## config.mk

```make
export PLATFORM = sky130hd
export DESIGN_NAME = demux16_collector
export DESIGN_NICKNAME = d
export VERILOG_FILES = /design/src/rtl/demux16_collector.sv
export SDC_FILE = /design/constraint.sdc
export NUM_CORES = 1
export LEC_CHECK = 0
export BUFFER_PORTS_ARGS = -buffer_cell sky130_fd_sc_hd__buf_4
export CORE_MARGIN = 5
export CORE_UTILIZATION = 58
export CTS_BUF_LIST = sky130_fd_sc_hd__clkbuf_8
export DETAILED_ROUTE_END_ITERATION = 16
export GPL_TIMING_DRIVEN = 0
export PLACE_DENSITY = 0.85
export SETUP_SLACK_MARGIN = 0.5
export SLEW_MARGIN = 20
export SYNTH_ARGS = -nofsm -noshare
export SYNTH_HDL_FRONTEND = slang
export SYNTH_SLANG_ARGS = --single-unit
```

## constraint.sdc

```tcl
create_clock -name clk_50 -period 2.4 [get_ports clk_50]
set_clock_uncertainty 0.1 [all_clocks]
set_input_delay 0.36 -clock clk_50 [delete_from_list [all_inputs] [get_ports clk_50]]
set_output_delay 0.36 -clock clk_50 [all_outputs]
set_load 0.01 [all_outputs]
```

## src/rtl/demux16_collector.sv

```systemverilog
// demux16_collector: bit-to-word collector (inverse of a 16:1 bit mux).
// Single bits are written either to an explicit position (select) or to an
// auto-incrementing position (internal pointer). Once all 16 positions have
// been written, the assembled word is offered on a valid/ready handshake.
//
// Ports:
//   clk_50     - system clock, all state changes on the rising edge
//   reset      - synchronous active-high reset
//   in         - data bit to write
//   in_valid   - write request for in
//   in_ready   - collector accepts a bit this cycle (high while collecting)
//   select     - target bit position when auto_mode=0
//   auto_mode  - 1: position from internal pointer, 0: position from select
//   out        - assembled word (partial while collecting; qualify with out_valid)
//   out_valid  - out holds a complete word
//   out_ready  - consumer accepts out
//   bit_count  - number of distinct positions written, 0..16
//   dup_error  - one-cycle pulse after a write to an already-written position
//
// Parameter:
//   CLEAR_ON_ACCEPT - 1: word cleared on accept; 0: word retained after accept
module demux16_collector #(
  parameter bit CLEAR_ON_ACCEPT = 1'b1
) (
  input  logic        clk_50,
  input  logic        reset,
  input  logic        in,
  input  logic        in_valid,
  output logic        in_ready,
  input  logic [3:0]  select,
  input  logic        auto_mode,
  output logic [15:0] out,
  output logic        out_valid,
  input  logic        out_ready,
  output logic [4:0]  bit_count,
  output logic        dup_error
);

  localparam logic StCollect = 1'b0;
  localparam logic StFull    = 1'b1;

  logic        state_q, state_d;
  logic [15:0] word_q, word_d;
  logic [15:0] mask_q, mask_d;
  logic [4:0]  count_q, count_d;
  logic [3:0]  ptr_q, ptr_d;
  logic        dup_q, dup_d;
  logic [3:0]  idx;

  assign idx = auto_mode ? ptr_q : select;

  always_comb begin
    state_d = state_q;
    word_d  = word_q;
    mask_d  = mask_q;
    count_d = count_q;
    ptr_d   = ptr_q;
    dup_d   = 1'b0;

    if (state_q == StCollect) begin
      if (in_valid) begin
        word_d[idx] = in;
        if (mask_q[idx]) begin
          // Overwrite of an already-filled position: data updates, count does not.
          dup_d = 1'b1;
        end else begin
          mask_d[idx] = 1'b1;
          count_d     = count_q + 5'd1;
          if (count_q == 5'd15) begin
            state_d = StFull;
          end
        end
        if (auto_mode) begin
          ptr_d = ptr_q + 4'd1;  // wraps 15 -> 0 naturally
        end
      end
    end else begin
      // Writes are ignored while full; only the consumer accept moves us on.
      if (out_ready) begin
        state_d = StCollect;
        mask_d  = '0;
        count_d = '0;
        ptr_d   = '0;
        if (CLEAR_ON_ACCEPT) begin
          word_d = '0;
        end
      end
    end
  end

  always_ff @(posedge clk_50) begin
    if (reset) begin
      state_q <= StCollect;
      word_q  <= '0;
      mask_q  <= '0;
      count_q <= '0;
      ptr_q   <= '0;
      dup_q   <= 1'b0;
    end else begin
      state_q <= state_d;
      word_q  <= word_d;
      mask_q  <= mask_d;
      count_q <= count_d;
      ptr_q   <= ptr_d;
      dup_q   <= dup_d;
    end
  end

  assign in_ready  = (state_q == StCollect);
  assign out_valid = (state_q == StFull);
  assign out       = word_q;
  assign bit_count = count_q;
  assign dup_error = dup_q;

endmodule

```

-- Word level (Yosys, flattened, before mapping)
Cells that the tools add are included.
- register bits after elaboration: 43
- latch bits: 0
- bits in writable memories: 0
- bits in read-only memories: 0
- input bits: 10
- logic and storage cells: 49
- memories: 0
- add/subtract/negate cells: 2
- multiply operators: 0
- div/mod/pow operators: 0
- order comparisons: 2
- equality and inequality tests: 3
- shift-type cells: 0
- muxes and demuxes: 26
- bitwise operators: 3
- reduce and logical (&&, ||, !) cells: 7
- operator list (operator ; count):
    16-bit two-way mux ; 6
    4-bit two-way mux ; 5
    5-bit two-way mux ; 4
    16-bit bitwise mux ; 1
    16-bit bitwise OR ; 1
    1-bit two-way mux ; 8
    3-bit AND reduction ; 2
    5-bit by 1-bit adder with 5-bit output, second input constant ; 1
    5-bit by 4-bit equality test with 1-bit output, second input constant ; 1
    4-bit by 5-bit less-than comparator with 1-bit output, second input constant ; 1
    4-bit by 1-bit adder with 4-bit output, second input constant ; 1
    1-bit binary-select mux with 4-bit select ; 1
    1-bit demux with 4-bit select ; 1
    4-bit by 1-bit >= comparator with 1-bit output, second input constant ; 1
    2-bit != test, second input constant ; 2
    2-bit nonzero test ; 2
    3-bit OR reduction ; 1
    1-bit inverter ; 2
    2-bit AND reduction ; 1
    1-bit logical AND ; 1

-- Logic depth before layout (Yosys ltp)
Gate-level depths: netlist of run 1.
- depth in word-level cells: 9
- depth in mapped cells: 9
- mapped depth without buffers: 6

-- Worst setup path after synthesis of run 1
OpenSTA, ideal clock, no wires.
- path type: input to register
- start point: in auto_mode
- end point: reg mask_q[3]
- setup time: 0.096 ns
- arrival: 1.939 ns
- required time: 2.204 ns
- path slack: 0.265 ns
- cell stages on the path: 8
- path buffers: 2
- cells stage by stage: buf_2 > buf_6 > and4b_1 > a41oi_1 > a41oi_1 > nor4_4 > nand2_4 > o41ai_2
- cells in the longest elaborated chain, start to end: 9
- elaborated cells on any way between the ends: 14
- those cells by class: order compare (2); eq/ne (1); mux (8); bitwise (1); reduce/logical (2)
- ends and longest elaborated chain (element ; RTL line ; RTL):
    start, declared ; 31 ; input logic auto_mode,
    4-bit two-way mux (*) ; 50 ; assign idx = auto_mode ? ptr_q : select;
    4-bit by 5-bit less-than comparator with 1-bit output (not written as such) or 4-bit by 1-bit >= comparator with 1-bit output (tied branches) ; 67 ; mask_d[idx] = 1'b1;
    1-bit logical AND (not written as such) ; 67 ;
    1-bit two-way mux (not written as such) ; 67 ;
    1-bit demux with 4-bit select ; 67 ;
    16-bit bitwise OR (no line) ; n/a ;
    16-bit two-way mux ; 63 ; if (mask_q[idx]) begin
    16-bit two-way mux ; 61 ; if (in_valid) begin
    16-bit two-way mux ; 60 ; if (state_q == StCollect) begin
    end signal, assigned ; 102 ; mask_q <= mask_d;
    end, declared ; 44 ; logic [15:0] mask_q, mask_d;
Mark *: on every way between the ends. The rest lies on a longest branch, timed or not. The select of a mux whose other input is x is not followed.
A chain may end at the register's enable or synchronous reset.

-- Final worst setup path of run 1
- start point: reg ptr_q[0]
- end point: reg mask_q[15]
- cells in the longest elaborated chain, start to end: 9
- elaborated cells on any way between the ends: 14
- those cells by class: order compare (2); eq/ne (1); mux (8); bitwise (1); reduce/logical (2)
- ends and longest elaborated chain (element ; RTL line ; RTL):
    start, declared ; 46 ; logic [3:0] ptr_q, ptr_d;
    start signal, assigned ; 104 ; ptr_q <= ptr_d;
    4-bit two-way mux (*) ; 50 ;
    4-bit by 5-bit less-than comparator with 1-bit output (not written as such) or 4-bit by 1-bit >= comparator with 1-bit output (tied branches) ; 67 ;
    1-bit logical AND (not written as such) ; 67 ;
    1-bit two-way mux (not written as such) ; 67 ;
    1-bit demux with 4-bit select ; 67 ;
    16-bit bitwise OR (no line) ; n/a ;
    16-bit two-way mux ; 63 ;
    16-bit two-way mux ; 61 ;
    16-bit two-way mux ; 60 ;
Marked as above.

==> results.tsv, run 1 <==
metric	value	unit
critical path startpoint category	flop	
final net count	319	
initial cell density of the core	59.5	%
Avg Cell Area, Syn	8.89	sq um
Seq cells post-synth	43	
Adder-Cell Fraction of Synth Area	1.72	%
CTS Sinks	43	
Worst-path clk slew	0.08	ns
number of global-route vias before repair	1833	
Simple-Gate Fraction of Synth Area	24.6	%
commonest register cell after synthesis	dfxtp_1	
maxcap violations	0	
number of diodes	0	
WS Path Type	reg2reg	
CP required	2.53	ns
Max clock buf depth	2	
minimum clock period	2.25	ns
Post-Layout Cell Count	354	
largest net degree at the start of global routing	14	
antenna violations before repair	0	
CP Capture Type	flop	
initial drt markers	117	
worst-margin pin slew	0.792	ns
core area	3660	sq um
cell area power density	479	nW/um^2
CTS H-tree lvls	2	
Compound-Gate Fraction of Synth Area	20.2	%
vias	2162	
Syn Nets	258	
mux contribution to synthesized area	9.42	%
area delta synth->final	37.5	%
area of the die	5080	sq um
Fmax	444	MHz
total negative slack	0	ns
largest family of logic cells by synthesized area	simple AND/OR/NAND/NOR gates	
hold buffers post-CTS	0	
Die H	71.3	um
unrepaired setup endpoints after global routing	yes	
drt pass-1 iters	4	
Rows	22	
Leak Pwr	1.16	nW
Seq/Total Area, Yosys	39.5	%
final setup fails	0	
HP Class	in2reg	
worst-path fanout max	6	
Inst Count DP	324	
later-pin clock latency in the skew report	0.30	ns
RePlAce Congestion	0.926	
# IOs	34	
run status	complete, no violations	
xor and xnor area share after synthesis	0.402	%
CTS root buf	clkbuf_8	
EDFF count, synth	0	
ys async rst share	0	%
DRT antenna net count	0	
DP Wirelength	3.55	mm
GR Overflow Total	0	
die width	71.3	um
share of layout cells above drive strength 1	39.9	%
port bufs	31	
WP data arrival	2.38	ns
CTS buffer count	5	
Vias/cell	6.11	
global-route wire length before repair	8.71	mm
YS warnings	0	
worst rel slew slack	47.2	%
Residual DRC	0	
gate count after technology mapping	245	
Distinct cells, synth	42	
Detailed Route WL	6.55	mm
Avg WL per Cell	18.5	um
final number of hold-violating endpoints	0	
CTS tree	built	
final cycle utilization of the critical path	93.8	%
count of final max-slew check failures	0	
Cell Area, Synth	2180	sq um
Tot GR Track Use	21.6	%
peak supply drop	0.430	mV
[worst max-delay path, cell delays in order, from the launching register on]
cell     delay, ns
dfxtp_4       0.36
buf_8         0.13
and3b_2       0.25
o21ai_2       0.19
a41oi_2       0.20
nor4_4        0.27
buf_6         0.17
buf_4         0.15
buf_8         0.13
a21oi_1       0.09
nor2_1        0.12
[path summary, 6_finish.rpt]
check	from	to	slack (ns)	cells after the start
hold / removal	out_ready	out_valid	0.22	2
setup / recovery	ptr_q[0]	mask_q[15]	0.15	10
hold reg to reg	mask_q[2]	mask_q[2]	0.40	2
setup reg to reg	ptr_q[0]	mask_q[15]	0.15	10
[cell usage in the layout (no fill, tap or decap), drive strengths merged, types with 13 or more instances in the layout]
cell	netlist	layout
nor2	38	38
dfxtp	43	43
o21ai	13	13
nor3	23	23
a21oi	16	16
clkbuf	8	16
buf	7	58
nand2	18	18
mux2i	16	16
[cell families (layout without fill, tap and decap cells)]
logic type,Yosys count,in the layout
buffers and inverters,20,81
adders and majority gates,3,3
xor gates and xnor gates,1,1
muxes,18,18
DFF,43,43
and+or+nand+nor,106,106
AOI/OAI and AO/OA,54,54
[area by class of cell]
type | instances | area (sq um)
Inverter | 5 | 18.8
Timing Repair Buffer | 54 | 438
Fill cell | 225 | 666
Sequential cell | 43 | 868
Buffer | 15 | 109
Tap cell | 48 | 60.1
Multi-Input combinational cell | 182 | 1420
Clock buffer | 5 | 68.8
Clock inverter | 2 | 13.8
[cell usage after synthesis, drive strengths merged (2+ instances only)]
cell type / instances / share of area (%)
nor3b: 4 / 1.4
and3b: 3 / 1.2
buf: 7 / 2.0
o21ai: 13 / 3.0
ha: 3 / 1.7
a41oi: 6 / 2.4
or3: 2 / 0.57
nor2: 38 / 6.5
a31oi: 6 / 3.4
o41ai: 6 / 4.5
nand3: 6 / 1.4
and4b: 3 / 1.4
nor3: 23 / 5.3
mux4: 2 / 2.1
nand2: 18 / 3.4
clkbuf: 8 / 1.4
mux2i: 16 / 7.4
a21oi: 16 / 3.7
nand2b: 3 / 0.86
inv: 5 / 0.86
dfxtp: 43 / 40
[per-layer routing]
metal  routed length, um  global-route usage [%]  vias to the layer above
met1                2730                    29.7                     1018
met5                   0                       0                        -
met2                3150                    33.3                      106
met4                 240                    7.10                        0
li1                    -                       -                     1013
met3                 429                    5.33                       25
[sequential cells by signal, indices dropped and copies added, names as in the netlist]
| signal | flops |
|---|---|
| bit_count | 5 |
| out | 16 |
| ptr_q | 4 |
| out_valid | 1 |
| mask_q | 16 |
| dup_error | 1 |
[what timing repair did]
item,4_1_cts,5_1_grt
setup buffers,2,19
pin swaps,4,15
gates cloned,0,2
setup endpoints to repair,28,42
resized for setup,9,49
[per-stage QoR]
| step | area (sq um) | utilization (%) | total power [mW] | setup WS (ns) | hold WS [ns] |
|---|---|---|---|---|---|
| after detailed placement | 2510 | 68.6 | 0.930 | -0.0827 | 0.352 |
| final | 3000 | 81.8 | 1.44 | 0.149 | 0.222 |
| after global routing | 3000 | 81.8 | 1.50 | 0.110 | 0.217 |
| after global placement | 2510 | 68.6 | 0.927 | -0.0253 | 0.336 |
| after CTS | 2650 | 72.5 | 1.38 | 0.295 | 0.191 |
| after floorplan | 2220 | - | 0.872 | 0.334 | 0.319 |
[power by group]
part           internal [mW]  switching (mW)  leakage, nW
Clock                  0.199           0.245       0.0440
Combinational          0.106           0.145        0.768
Sequential             0.727          0.0134        0.350
Total                   1.03           0.404         1.16
(Power assumes the default switching activity.)
==> run 2, diff against run 1 <==
--- a/config.mk
+++ b/config.mk
@@ -12,7 +12,7 @@
 export DETAILED_ROUTE_END_ITERATION = 16
 export GPL_TIMING_DRIVEN = 0
 export PLACE_DENSITY = 0.85
-export SETUP_SLACK_MARGIN = 0.5
+export SETUP_SLACK_MARGIN = 0.2
 export SLEW_MARGIN = 20
 export SYNTH_ARGS = -nofsm -noshare
 export SYNTH_HDL_FRONTEND = slang
==> run 2 against run 1 <==
  * First-iteration DRC count up 58%
  * Register-to-register slack better by 0.07 ns
  * Fmax up 3.0%
  * Combinational power down 18%
  * Wire length down 12%
  * Clock power up 9.9%
  * Die area unchanged
  * Sequential power about the same
  * Sequential share of layout area up 2.4 points
  * Clock-buffer cell count up 1
  * Critical path type unchanged
  * Highest routed layer unchanged
==> results.tsv, run 2 (synthesis results as in run 1) <==
metric	value	unit	change
run status	complete, no violations		
port bufs	31		unchanged
CP max-delay cell	mux4_2		
CP top delay family	multiplexers		
worst hold stages	2		unchanged
area delta synth->final	26.5	%	
total negative slack	0	ns	unchanged
Tot GR Track Use	21.6	%	-0.023 points
CP Capture Type	flop		
unrepaired setup endpoints after global routing	no		
minimum clock period	2.19	ns	-0.0651 ns
Residual DRC	0		unchanged
Die H	71.3	um	unchanged
area of the multi-input gates	1330	sq um	-6.3%
HP Class	in2reg		
peak supply drop	0.311	mV	-28%
Post-Layout Cell Count	339		-4.2%
Rows	22		unchanged
WS Path Type	reg2reg		
drt pass-1 iters	4		unchanged
Hold Slack	0.180	ns	-0.0416 ns
WP data arrival	2.27	ns	-0.11 ns
die width	71.3	um	unchanged
DP Wirelength	3.62	mm	+2.1%
worst rel slew slack	30.3	%	-17 points
number of fillers in the final layout	264		+17%
CTS root buf	clkbuf_8		
CTS tree	built		
Worst-path clk slew	0.08	ns	about the same
hold endpoint	out_valid		
final net count	304		-4.7%
maxcap violations	0		unchanged
number of global-route vias before repair	1926		+5.1%
CTS Sinks	43		unchanged
CP required	2.49	ns	-0.04 ns
CTS H-tree lvls	2		unchanged
later-pin clock latency in the skew report	0.30	ns	about the same
CTS buffer count	5		unchanged
number of diodes	0		unchanged
R2R setup slack	0.21	ns	+0.07 ns
hold path start	out_ready		
cells along the critical path	mux4_2 -> mux2i_1 -> nor2_1 -> nor4_4 -> buf_6 -> buf_4 -> a211o_1 -> o31ai_2		
critical path startpoint category	flop		
r2r endpoint	bit_count[4]		
worst-path fanout max	5		-1
Worst R2R Path Depth	8		-2
Fmax	457	MHz	+3.0%
commonest non-fill, non-tap cell in the layout	dfxtp_1		
cell area power density	520	nW/um^2	+8.4%
largest net degree at the start of global routing	14		unchanged
Max clock buf depth	2		unchanged
RePlAce Congestion	0.889		-4.0%
Avg WL per Cell	16.9	um	-8.3%
GR Overflow Total	0		unchanged
worst reg2reg startpoint	ptr_q[0]		
initial drt markers	185		+58%
commonest cells after routing, fill and taps aside	dfxtp_1, nor2_1, buf_4		
core area	3660	sq um	unchanged
final number of hold-violating endpoints	0		unchanged
Inst Count DP	324		unchanged
area of the die	5080	sq um	unchanged
Leak Pwr	1.04	nW	-10%
Crit path largest cell delay	0.49	ns	+0.13 ns
Detailed Route WL	5.75	mm	-12%
Vias/cell	5.93		-2.9%
CP Buf/Inv Count	2		-2
initial cell density of the core	59.5	%	unchanged
global-route wire length before repair	8.85	mm	+1.6%
hold buffers post-CTS	0		unchanged
count of final max-slew check failures	0		unchanged
FF+latch area	866	sq um	-0.29%
vias	2011		-7.0%
worst-margin pin slew	1.04	ns	+0.249 ns
final setup fails	0		unchanged
# IOs	34		unchanged
share of layout cells above drive strength 1	28.9	%	-11 points
final cycle utilization of the critical path	91.1	%	-2.7 points
DRT antenna net count	0		unchanged
antenna violations before repair	0		unchanged
==> run 2: cell types whose count changed in the layout (fill, tap and decap cells not counted), moves of 3 or more <==
| cell | change |
|---|---|
| buf_4 | -10 |
| a21oi_1 | +7 |
| a21oi_2 | -7 |
| clkbuf_2 | -5 |
| clkbuf_1 | +3 |
| o21ai_0 | +3 |
| o21ai_2 | -3 |
==> run 2: layout make-up <==
type	count	share of cell area [%]
Timing Repair Buffer	39	10.8
Multi-Input combinational cell	182	48.3
Inverter	5	0.681
Clock inverter	1	0.318
Clock buffer	6	3.00
Sequential cell	43	31.4
Buffer	15	3.40
Tap cell	48	2.18
==> run 2: metal layers <==
metal / global-route usage (%) / vias up / wire length [um]
li1: - / 985 / -
met1: 28.5 / 935 / 2520
met2: 33.5 / 78 / 2750
met3: 6.45 / 13 / 381
met4: 7.93 / 0 / 91
met5: 0 / - / 0
==> run 2: where the power goes <==
| part | internal (mW) | total (mW) | switching (mW) |
|---|---|---|---|
| registers | 0.728 | 0.739 | 0.0117 |
| logic | 0.0780 | 0.205 | 0.127 |
| clock network | 0.232 | 0.488 | 0.257 |
==> run 2: repair_timing <==
item	CTS	global route
pin swaps	1	7
endpoints found under the setup margin	21	21
buffers inserted	2	6
resized for setup	3	32
==> run 2: how the worst max path moves through the flow <==
stage	startpoint	end	depth (start not counted)
floorplan	auto_mode	mask_q[3]	8
CTS	ptr_q[1]	mask_q[3]	8
detailed placement	auto_mode	mask_q[14]	7
global placement	auto_mode	mask_q[2]	7
finish	ptr_q[0]	bit_count[4]	8
global route	ptr_q[0]	bit_count[4]	8
==> run 2: worst register-to-register path: stages, from the launching register on <==
cell     delay (ns)
dfxtp_4        0.38
mux4_2         0.49
mux2i_1        0.23
nor2_1         0.12
nor4_4         0.25
buf_6          0.18
buf_4          0.14
a211o_1        0.13
o31ai_2        0.06
==> run 2: metrics by stage <==
step                      power (mW)  worst slack (ns)  instance area [sq um]  utilization, %
after floorplan                0.868             0.265                   2180               -
after global placement         0.923           -0.0387                   2470            67.5
after detailed placement       0.927           -0.0759                   2470            67.5
after CTS                       1.41             0.220                   2590            70.6
after global routing            1.49             0.139                   2760            75.3
final                           1.43             0.214                   2760            75.3
